**config.mk**
```make
export PLATFORM = sky130hd
export DESIGN_NAME = fwd_source_pipe_flat
export DESIGN_NICKNAME = d
export VERILOG_FILES = /design/src/rtl/fwd_source_pipe_pkg.sv /design/src/rtl/fwd_source_pipe_if.sv /design/src/rtl/fwd_source_pipe_mem_seq.sv /design/src/rtl/fwd_source_pipe.sv /design/src/flat_wrapper.sv
export SDC_FILE = /design/constraint.sdc
export NUM_CORES = 1
export LEC_CHECK = 0
export CELL_PAD_IN_SITES_DETAIL_PLACEMENT = 0
export CELL_PAD_IN_SITES_GLOBAL_PLACEMENT = 1
export CORE_UTILIZATION = 39
export DETAILED_ROUTE_END_ITERATION = 8
export HOLD_SLACK_MARGIN = 0.1
export MAX_ROUTING_LAYER = met4
export PLACE_DENSITY_LB_ADDON = 0.3
export SLEW_MARGIN = 20
export SYNTH_ARGS = -nofsm -noshare
export SYNTH_HDL_FRONTEND = slang
export SYNTH_SLANG_ARGS = --single-unit
```
**constraint.sdc**
```tcl
create_clock -name clk -period 3.88 [get_ports clk]
set_clock_uncertainty 0.2 [all_clocks]
set_input_delay 0.776 -clock clk [delete_from_list [all_inputs] [get_ports clk]]
set_output_delay 0.776 -clock clk [all_outputs]
set_load 0.1 [all_outputs]
```
**src/rtl/fwd_source_pipe_pkg.sv**
```systemverilog
// Shared types for the forwarding source pipe: widths, memory-sequencer states
// and the EX/MEM and MEM/WB latch layouts.
package fwd_source_pipe_pkg;

   localparam int WORD_W = 32;
   localparam int REG_W  = 5;

   typedef logic [WORD_W-1:0] word_t;
   typedef logic [REG_W-1:0]  regbits_t;

   typedef enum logic [1:0] {
      M_IDLE = 2'd0,
      M_WAIT = 2'd1,
      M_DONE = 2'd2
   } mem_state_t;

   typedef struct packed {
      regbits_t sel;
      logic     wen;
      logic     memread;
      logic     memwrite;
      word_t    data;
   } em_latch_t;

   typedef struct packed {
      regbits_t sel;
      logic     wen;
      word_t    data;
   } mw_latch_t;

   localparam em_latch_t EM_BUBBLE = '0;
   localparam mw_latch_t MW_BUBBLE = '0;

   // Register $0 is hardwired, so a write to it is never forwardable.
   function automatic logic wen_gate(input regbits_t sel, input logic wen);
      return wen & (sel != '0);
   endfunction

endpackage

```
**src/rtl/fwd_source_pipe_if.sv**
```systemverilog
// Pipeline-side bundle of the forwarding source: EX/decode/memory inputs and the
// latched EX/MEM, MEM/WB forwarding outputs.
interface fwd_source_pipe_if;
   import fwd_source_pipe_pkg::*;

   logic     ihit;
   logic     dhit;
   logic     ex_flush;
   regbits_t ex_wsel;
   logic     ex_wen;
   logic     ex_memread;
   logic     ex_memwrite;
   word_t    ex_result;
   word_t    dmemload;
   regbits_t de_rs;
   regbits_t de_rt;

   regbits_t emsel;
   logic     emwen;
   word_t    emdata;
   logic     em_memread;
   logic     em_memwrite;
   regbits_t mwsel;
   logic     mwwen;
   word_t    mwdata;
   logic     mem_busy;
   logic     load_use;

   modport master (
      output ihit, dhit, ex_flush, ex_wsel, ex_wen, ex_memread, ex_memwrite,
             ex_result, dmemload, de_rs, de_rt,
      input  emsel, emwen, emdata, em_memread, em_memwrite, mwsel, mwwen,
             mwdata, mem_busy, load_use
   );

   modport slave (
      input  ihit, dhit, ex_flush, ex_wsel, ex_wen, ex_memread, ex_memwrite,
             ex_result, dmemload, de_rs, de_rt,
      output emsel, emwen, emdata, em_memread, em_memwrite, mwsel, mwwen,
             mwdata, mem_busy, load_use
   );

endinterface

```
**src/rtl/fwd_source_pipe_mem_seq.sv**
```systemverilog
// Data-memory wait sequencer: holds the pipe while a mem op is outstanding and
// captures load data that returns before the fetch side is ready.
//
//  state  | meaning
//  M_IDLE | no captured data; a mem op in EX/MEM without dhit stalls here
//  M_WAIT | mem op outstanding, waiting for dhit
//  M_DONE | dhit seen but ihit not yet; load data frozen in hold register
module fwd_source_pipe_mem_seq
   import fwd_source_pipe_pkg::*;
(
   input  logic  clk,
   input  logic  rst_n,
   input  logic  ihit,
   input  logic  dhit,
   input  logic  mem_op,
   input  word_t dmemload,
   output logic  mem_busy,
   output word_t load_data
);

   mem_state_t state_q, state_d;
   word_t      hold_q;
   logic       hold_en;

   always_ff @(posedge clk or negedge rst_n) begin
      if (!rst_n) begin
         state_q <= M_IDLE;
         hold_q  <= '0;
      end else begin
         state_q <= state_d;
         if (hold_en) hold_q <= dmemload;
      end
   end

   always_comb begin
      state_d = state_q;
      hold_en = 1'b0;
      unique case (state_q)
         M_IDLE: begin
            if (mem_op && !dhit) begin
               state_d = M_WAIT;
            end else if (dhit && !ihit) begin
               state_d = M_DONE;
               hold_en = 1'b1;
            end
         end
         M_WAIT: begin
            if (dhit) begin
               if (ihit) begin
                  state_d = M_IDLE;
               end else begin
                  state_d = M_DONE;
                  hold_en = 1'b1;
               end
            end
         end
         M_DONE: begin
            if (ihit) state_d = M_IDLE;
         end
         default: state_d = M_IDLE;
      endcase
   end

   assign mem_busy  = mem_op & ~(dhit | (state_q == M_DONE));
   assign load_data = (state_q == M_DONE) ? hold_q : dmemload;

endmodule

```
**src/rtl/fwd_source_pipe.sv**
```systemverilog
// Producer side of the forwarding path: EX/MEM and MEM/WB destination latches,
// memory-wait sequencing and load-use detection.
module fwd_source_pipe
   import fwd_source_pipe_pkg::*;
(
   input  logic              clk,
   input  logic              rst_n,
   fwd_source_pipe_if.slave  pipe
);

   em_latch_t em_q, em_d;
   mw_latch_t mw_q, mw_d;
   logic      mem_busy;
   logic      advance;
   logic      em_wen_eff;
   word_t     load_data;

   fwd_source_pipe_mem_seq u_seq (
      .clk       (clk),
      .rst_n     (rst_n),
      .ihit      (pipe.ihit),
      .dhit      (pipe.dhit),
      .mem_op    (em_q.memread | em_q.memwrite),
      .dmemload  (pipe.dmemload),
      .mem_busy  (mem_busy),
      .load_data (load_data)
   );

   assign advance    = pipe.ihit & ~mem_busy;
   assign em_wen_eff = wen_gate(em_q.sel, em_q.wen);

   always_comb begin
      em_d = em_q;
      mw_d = mw_q;
      if (advance) begin
         if (pipe.ex_flush) begin
            em_d = EM_BUBBLE;
         end else begin
            em_d.sel      = pipe.ex_wsel;
            em_d.wen      = pipe.ex_wen;
            em_d.memread  = pipe.ex_memread;
            em_d.memwrite = pipe.ex_memwrite;
            em_d.data     = pipe.ex_result;
         end
         mw_d.sel  = em_q.sel;
         mw_d.wen  = em_wen_eff & ~em_q.memwrite;
         mw_d.data = em_q.memread ? load_data : em_q.data;
      end
   end

   always_ff @(posedge clk or negedge rst_n) begin
      if (!rst_n) begin
         em_q <= EM_BUBBLE;
         mw_q <= MW_BUBBLE;
      end else begin
         em_q <= em_d;
         mw_q <= mw_d;
      end
   end

   assign pipe.emsel       = em_q.sel;
   assign pipe.emwen       = em_wen_eff;
   assign pipe.emdata      = em_q.data;
   assign pipe.em_memread  = em_q.memread;
   assign pipe.em_memwrite = em_q.memwrite;
   assign pipe.mwsel       = mw_q.sel;
   assign pipe.mwwen       = wen_gate(mw_q.sel, mw_q.wen);
   assign pipe.mwdata      = mw_q.data;
   assign pipe.mem_busy    = mem_busy;
   // Only registered state feeds the compare so the hazard path stays short.
   assign pipe.load_use    = em_q.memread & em_wen_eff &
                             ((em_q.sel == pipe.de_rs) | (em_q.sel == pipe.de_rt));

endmodule

```
**src/flat_wrapper.sv**
```systemverilog
// flat-port wrapper written by rule: the top's interface ports become plain ports
module fwd_source_pipe_flat import fwd_source_pipe_pkg::*;
  (clk, rst_n, pipe_ihit, pipe_dhit, pipe_ex_flush, pipe_ex_wsel, pipe_ex_wen, pipe_ex_memread, pipe_ex_memwrite, pipe_ex_result, pipe_dmemload, pipe_de_rs, pipe_de_rt, pipe_emsel, pipe_emwen, pipe_emdata, pipe_em_memread, pipe_em_memwrite, pipe_mwsel, pipe_mwwen, pipe_mwdata, pipe_mem_busy, pipe_load_use);
  fwd_source_pipe_if pipe_i ();
  input  logic clk;
  input  logic rst_n;
  input wire logic [$bits(pipe_i.ihit)-1:0] pipe_ihit;
  input wire logic [$bits(pipe_i.dhit)-1:0] pipe_dhit;
  input wire logic [$bits(pipe_i.ex_flush)-1:0] pipe_ex_flush;
  input wire logic [$bits(pipe_i.ex_wsel)-1:0] pipe_ex_wsel;
  input wire logic [$bits(pipe_i.ex_wen)-1:0] pipe_ex_wen;
  input wire logic [$bits(pipe_i.ex_memread)-1:0] pipe_ex_memread;
  input wire logic [$bits(pipe_i.ex_memwrite)-1:0] pipe_ex_memwrite;
  input wire logic [$bits(pipe_i.ex_result)-1:0] pipe_ex_result;
  input wire logic [$bits(pipe_i.dmemload)-1:0] pipe_dmemload;
  input wire logic [$bits(pipe_i.de_rs)-1:0] pipe_de_rs;
  input wire logic [$bits(pipe_i.de_rt)-1:0] pipe_de_rt;
  output wire logic [$bits(pipe_i.emsel)-1:0] pipe_emsel;
  output wire logic [$bits(pipe_i.emwen)-1:0] pipe_emwen;
  output wire logic [$bits(pipe_i.emdata)-1:0] pipe_emdata;
  output wire logic [$bits(pipe_i.em_memread)-1:0] pipe_em_memread;
  output wire logic [$bits(pipe_i.em_memwrite)-1:0] pipe_em_memwrite;
  output wire logic [$bits(pipe_i.mwsel)-1:0] pipe_mwsel;
  output wire logic [$bits(pipe_i.mwwen)-1:0] pipe_mwwen;
  output wire logic [$bits(pipe_i.mwdata)-1:0] pipe_mwdata;
  output wire logic [$bits(pipe_i.mem_busy)-1:0] pipe_mem_busy;
  output wire logic [$bits(pipe_i.load_use)-1:0] pipe_load_use;
  assign pipe_i.ihit = pipe_ihit;
  assign pipe_i.dhit = pipe_dhit;
  assign pipe_i.ex_flush = pipe_ex_flush;
  assign pipe_i.ex_wsel = pipe_ex_wsel;
  assign pipe_i.ex_wen = pipe_ex_wen;
  assign pipe_i.ex_memread = pipe_ex_memread;
  assign pipe_i.ex_memwrite = pipe_ex_memwrite;
  assign pipe_i.ex_result = pipe_ex_result;
  assign pipe_i.dmemload = pipe_dmemload;
  assign pipe_i.de_rs = pipe_de_rs;
  assign pipe_i.de_rt = pipe_de_rt;
  assign pipe_emsel = pipe_i.emsel;
  assign pipe_emwen = pipe_i.emwen;
  assign pipe_emdata = pipe_i.emdata;
  assign pipe_em_memread = pipe_i.em_memread;
  assign pipe_em_memwrite = pipe_i.em_memwrite;
  assign pipe_mwsel = pipe_i.mwsel;
  assign pipe_mwwen = pipe_i.mwwen;
  assign pipe_mwdata = pipe_i.mwdata;
  assign pipe_mem_busy = pipe_i.mem_busy;
  assign pipe_load_use = pipe_i.load_use;
  fwd_source_pipe u_core (.clk(clk), .rst_n(rst_n), .pipe(pipe_i));
endmodule
```
==> metrics.md <==
| Metric | Value |
|---|---|
| Global route overflow | `0` |
| R2R depth | `5` |
| Io pins | `167` |
| CP Max Fanout | `1` |
| Avg Cell Area, Syn | `10.7 sq um` |
| Worst Max-Slew Pin Slew | `1.02 ns` |
| Crit. End Element | `primary output` |
| Maxcap violations | `0` |
| Register clock-pin slew on the reported worst setup and hold paths | `0.07 ns` |
| Slew HR | `32.1%` |
| Initial Utilization | `40.6%` |
| Synth warnings | `0` |
| Comb pwr share | `43.1%` |
| Inserted Diodes | `0` |
| Final wirelength | `12.3 mm` |
| Setup repair after global routing missed its margin | `false` |
| Area Overhead vs Synth | `27.0%` |
| Switching power | `1.92 mW` |
| Largest net degree at the start of global routing | `102` |
| Fill count | `1,285` |
| IO Port Bufs | `166` |
| Worst path top cell family by delay | `buffers and inverters` |
| First DRT Iteration DRCs | `163` |
| Routed len/inst | `15.5 microns` |
| CTS sink count | `112` |
| Total Power | `4.35 mW` |
| Final setup violation count | `0` |
| Critical path arrival | `2.12 ns` |
| GRT Resource Usage Total | `17.7%` |
| Clk pwr share | `22.1%` |
| Share of cells above drive strength 1 | `11.8%` |
| Synthesized Nets | `623` |
| First-pass detailed-route iteration total | `4` |
| Most frequent cells after synthesis | `112 x dfrtp_1, 83 x buf_4, 41 x nand2_1` |
| Static leakage | `3.18 nW` |
| Count leader, synth | `dfrtp_1` |
| Endpoints failing hold | `0` |
| Hold Path Stages | `1` |
| Die area | `15,200 sq um` |
| DR DRC count | `0` |
| Post-layout nets | `699` |
| Library cells used by synthesis | `25` |
| GPL Wtd Cong | `0.761` |
| Worst Setup Start Kind | `input pin` |
| Worst path max stage delay | `0.43 ns` |
| Setup CP Type | `input pin to primary output` |
| Die width | `123 microns` |
| CTS root buffer | `clkbuf_16` |
| Clock Tree Buf Depth | `2` |
| Post-Syn Area | `5720 sq um` |
| Status | `complete, no violations` |
| Core area | `14,100 sq um` |
| Via count | `3,861` |
| Dominant synthesized flop cell | `dfrtp_1` |
| ANT nets after route | `0` |
| Worst hold path type | `flop to flop` |
| Fin Setup TNS | `0 ns` |
| Final period utilization | `79.7%` |
| DP Wirelength | `8.40 mm` |
| Initial antenna violation count | `0` |
| Internal Power | `2.43 mW` |
| Cell Pwr Density | `598 nW/um^2` |
| Global-route wire length before repair | `20.0 mm` |
| DR vias/cell | `4.84` |
| TritonCTS clock tree | `done` |
| Worst-path cell chain | `clkdlybuf4s50_1 -> xor2_1 -> nor3_1 -> nand3_1 -> a21oi_2 -> buf_12` |
| Sw Ratio | `44.1%` |
| FMAX | `323 MHz` |
| WP data required | `2.90 ns` |
| Seq pwr share | `34.9%` |
| WP buf/inv | `2` |
| CP Depth | `6` |
| Slew Limit Fails | `0` |
| Crit path max-delay cell type | `clkdlybuf4s50_1` |
| Period minus WS final | `3.09 ns` |
| Post-cts sizing count | `0` |
| Post-synth EDFFs | `0` |
| TritonCTS Buffers | `9` |
| # rows | `43` |
| Clk_lat worst skew | `0.35 ns` |
| Post-synthesis sequential area ratio | `49.0%` |
| Post-synth top area cell | `dfrtp_1` |
| Area contributors post-synth | `dfrtp_1 49%, buf_4 11%, mux2_2 7.3%` |
| Hold_buf cts | `0` |
| Die Ht | `123 microns` |
| Synthesized flop and latch total | `112` |
| Post-CTS Setup Inserts | `0` |
| Peak VDD IR | `0.320 mV` |
| Async SR Flop Fraction | `100%` |
| Cells after synthesis | `536` |
| Number of global-route vias before repair | `3,938` |
| H-tree levels | `3` |
| Post-synth top area share | `49.0%` |
cell type report:
class	instances	area (sq um)	share of cell area (%)
Sequential cell	112	2800	38.6
Multi-Input combinational cell	315	2190	30.1
Timing Repair Buffer	174	1740	24.0
Clock buffer	11	253	3.48
Tap cell	180	225	3.10
Clock inverter	5	53.8	0.740
worst reg2reg max path, stage by stage, from the launching register on:
cell     delay [ns]
dfrtp_1        0.44
nor2b_4        0.16
buf_4          0.32
o31ai_4        0.35
buf_12         0.34
mux2_2         0.46
power groups by stage:
stage	clock network (mW)	logic (mW)	registers, mW
after floorplan	0	1.62	1.51
after global placement	0	1.87	1.53
after detailed placement	0	1.89	1.54
after CTS	0.991	1.89	1.52
after global routing	1.04	1.96	1.55
final	0.959	1.87	1.52
final timing paths:
| path | startpoint | slack (ns) | end |
|---|---|---|---|
| worst max-delay path | pipe_de_rs[2] | 0.79 | pipe_load_use |
| worst min-delay path | u_core.pipe.mwdata[22] | 0.28 | u_core.pipe.mwdata[22] |
| worst max register to register | u_core.u_seq.state_q[1] | 1.50 | u_core.pipe.mwsel[4] |
| worst min register to register | u_core.pipe.mwdata[22] | 0.28 | u_core.pipe.mwdata[22] |
| max in group asynchronous | rst_n | 2.41 | u_core.u_seq.hold_q[26] |
| min in group asynchronous | rst_n | 0.29 | u_core.pipe.mwdata[13] |
metrics by stage:
stage | setup WS [ns] | hold slack [ns] | utilization, % | std cells | area, sq um
after global placement | 0.896 | 0.258 | 49.4 | 781 | 6960
after floorplan | 0.237 | 0.247 | - | 536 | 5730
after CTS | 0.788 | 0.284 | 51.6 | 797 | 7270
after global routing | 0.707 | 0.297 | 51.6 | 797 | 7270
after detailed placement | 0.788 | 0.268 | 49.4 | 781 | 6960
final | 0.787 | 0.280 | 51.6 | 797 | 7270
registers in the layout, summed over array words and instances (netlist names):
register and cells:
u_core.pipe.emdata 32, u_core.pipe.mwdata 32, u_core.u_seq.hold_q 32, u_core.pipe.emsel 5
u_core.pipe.mwsel 5, u_core.u_seq.state_q 2, u_core.em_q 1, u_core.mw_q 1
u_core.pipe.em_memread 1, u_core.pipe.em_memwrite 1
kinds of logic after synthesis:
logic type                count (synthesis)  share of synthesized area [%]
and+or+nand+nor                         125                           10.5
DFF                                     112                           49.0
AOI/OAI and AO/OA                       111                           13.0
buffers and inverters                   109                           13.1
muxes                                    69                           12.9
xor gates and xnor gates                 10                           1.53
per-layer routing:
layer	share of wire [%]	up-vias	track usage, %
li1	-	1901	-
met1	45	1855	22.2
met2	49	92	28.5
met3	4.3	13	4.52
met4	1.4	0	4.82
met5	0	-	-
layout by cell type, fill, tap and decap left out, types with 3 or more instances in the layout:
cell type          n
clkdlybuf4s50_1  160
dfrtp_1          111
nand2_1           41
nand2b_1          40
o21ai_0           40
mux2_2            37
nor2_1            34
a211oi_1          33
a21o_1            33
mux2i_1           32
buf_4             11
clkbuf_16          9
xor2_1             6
xnor2_1            4
clkinv_2           3
buf_12             3
Note: power is estimated with default switching activity, not from simulation.
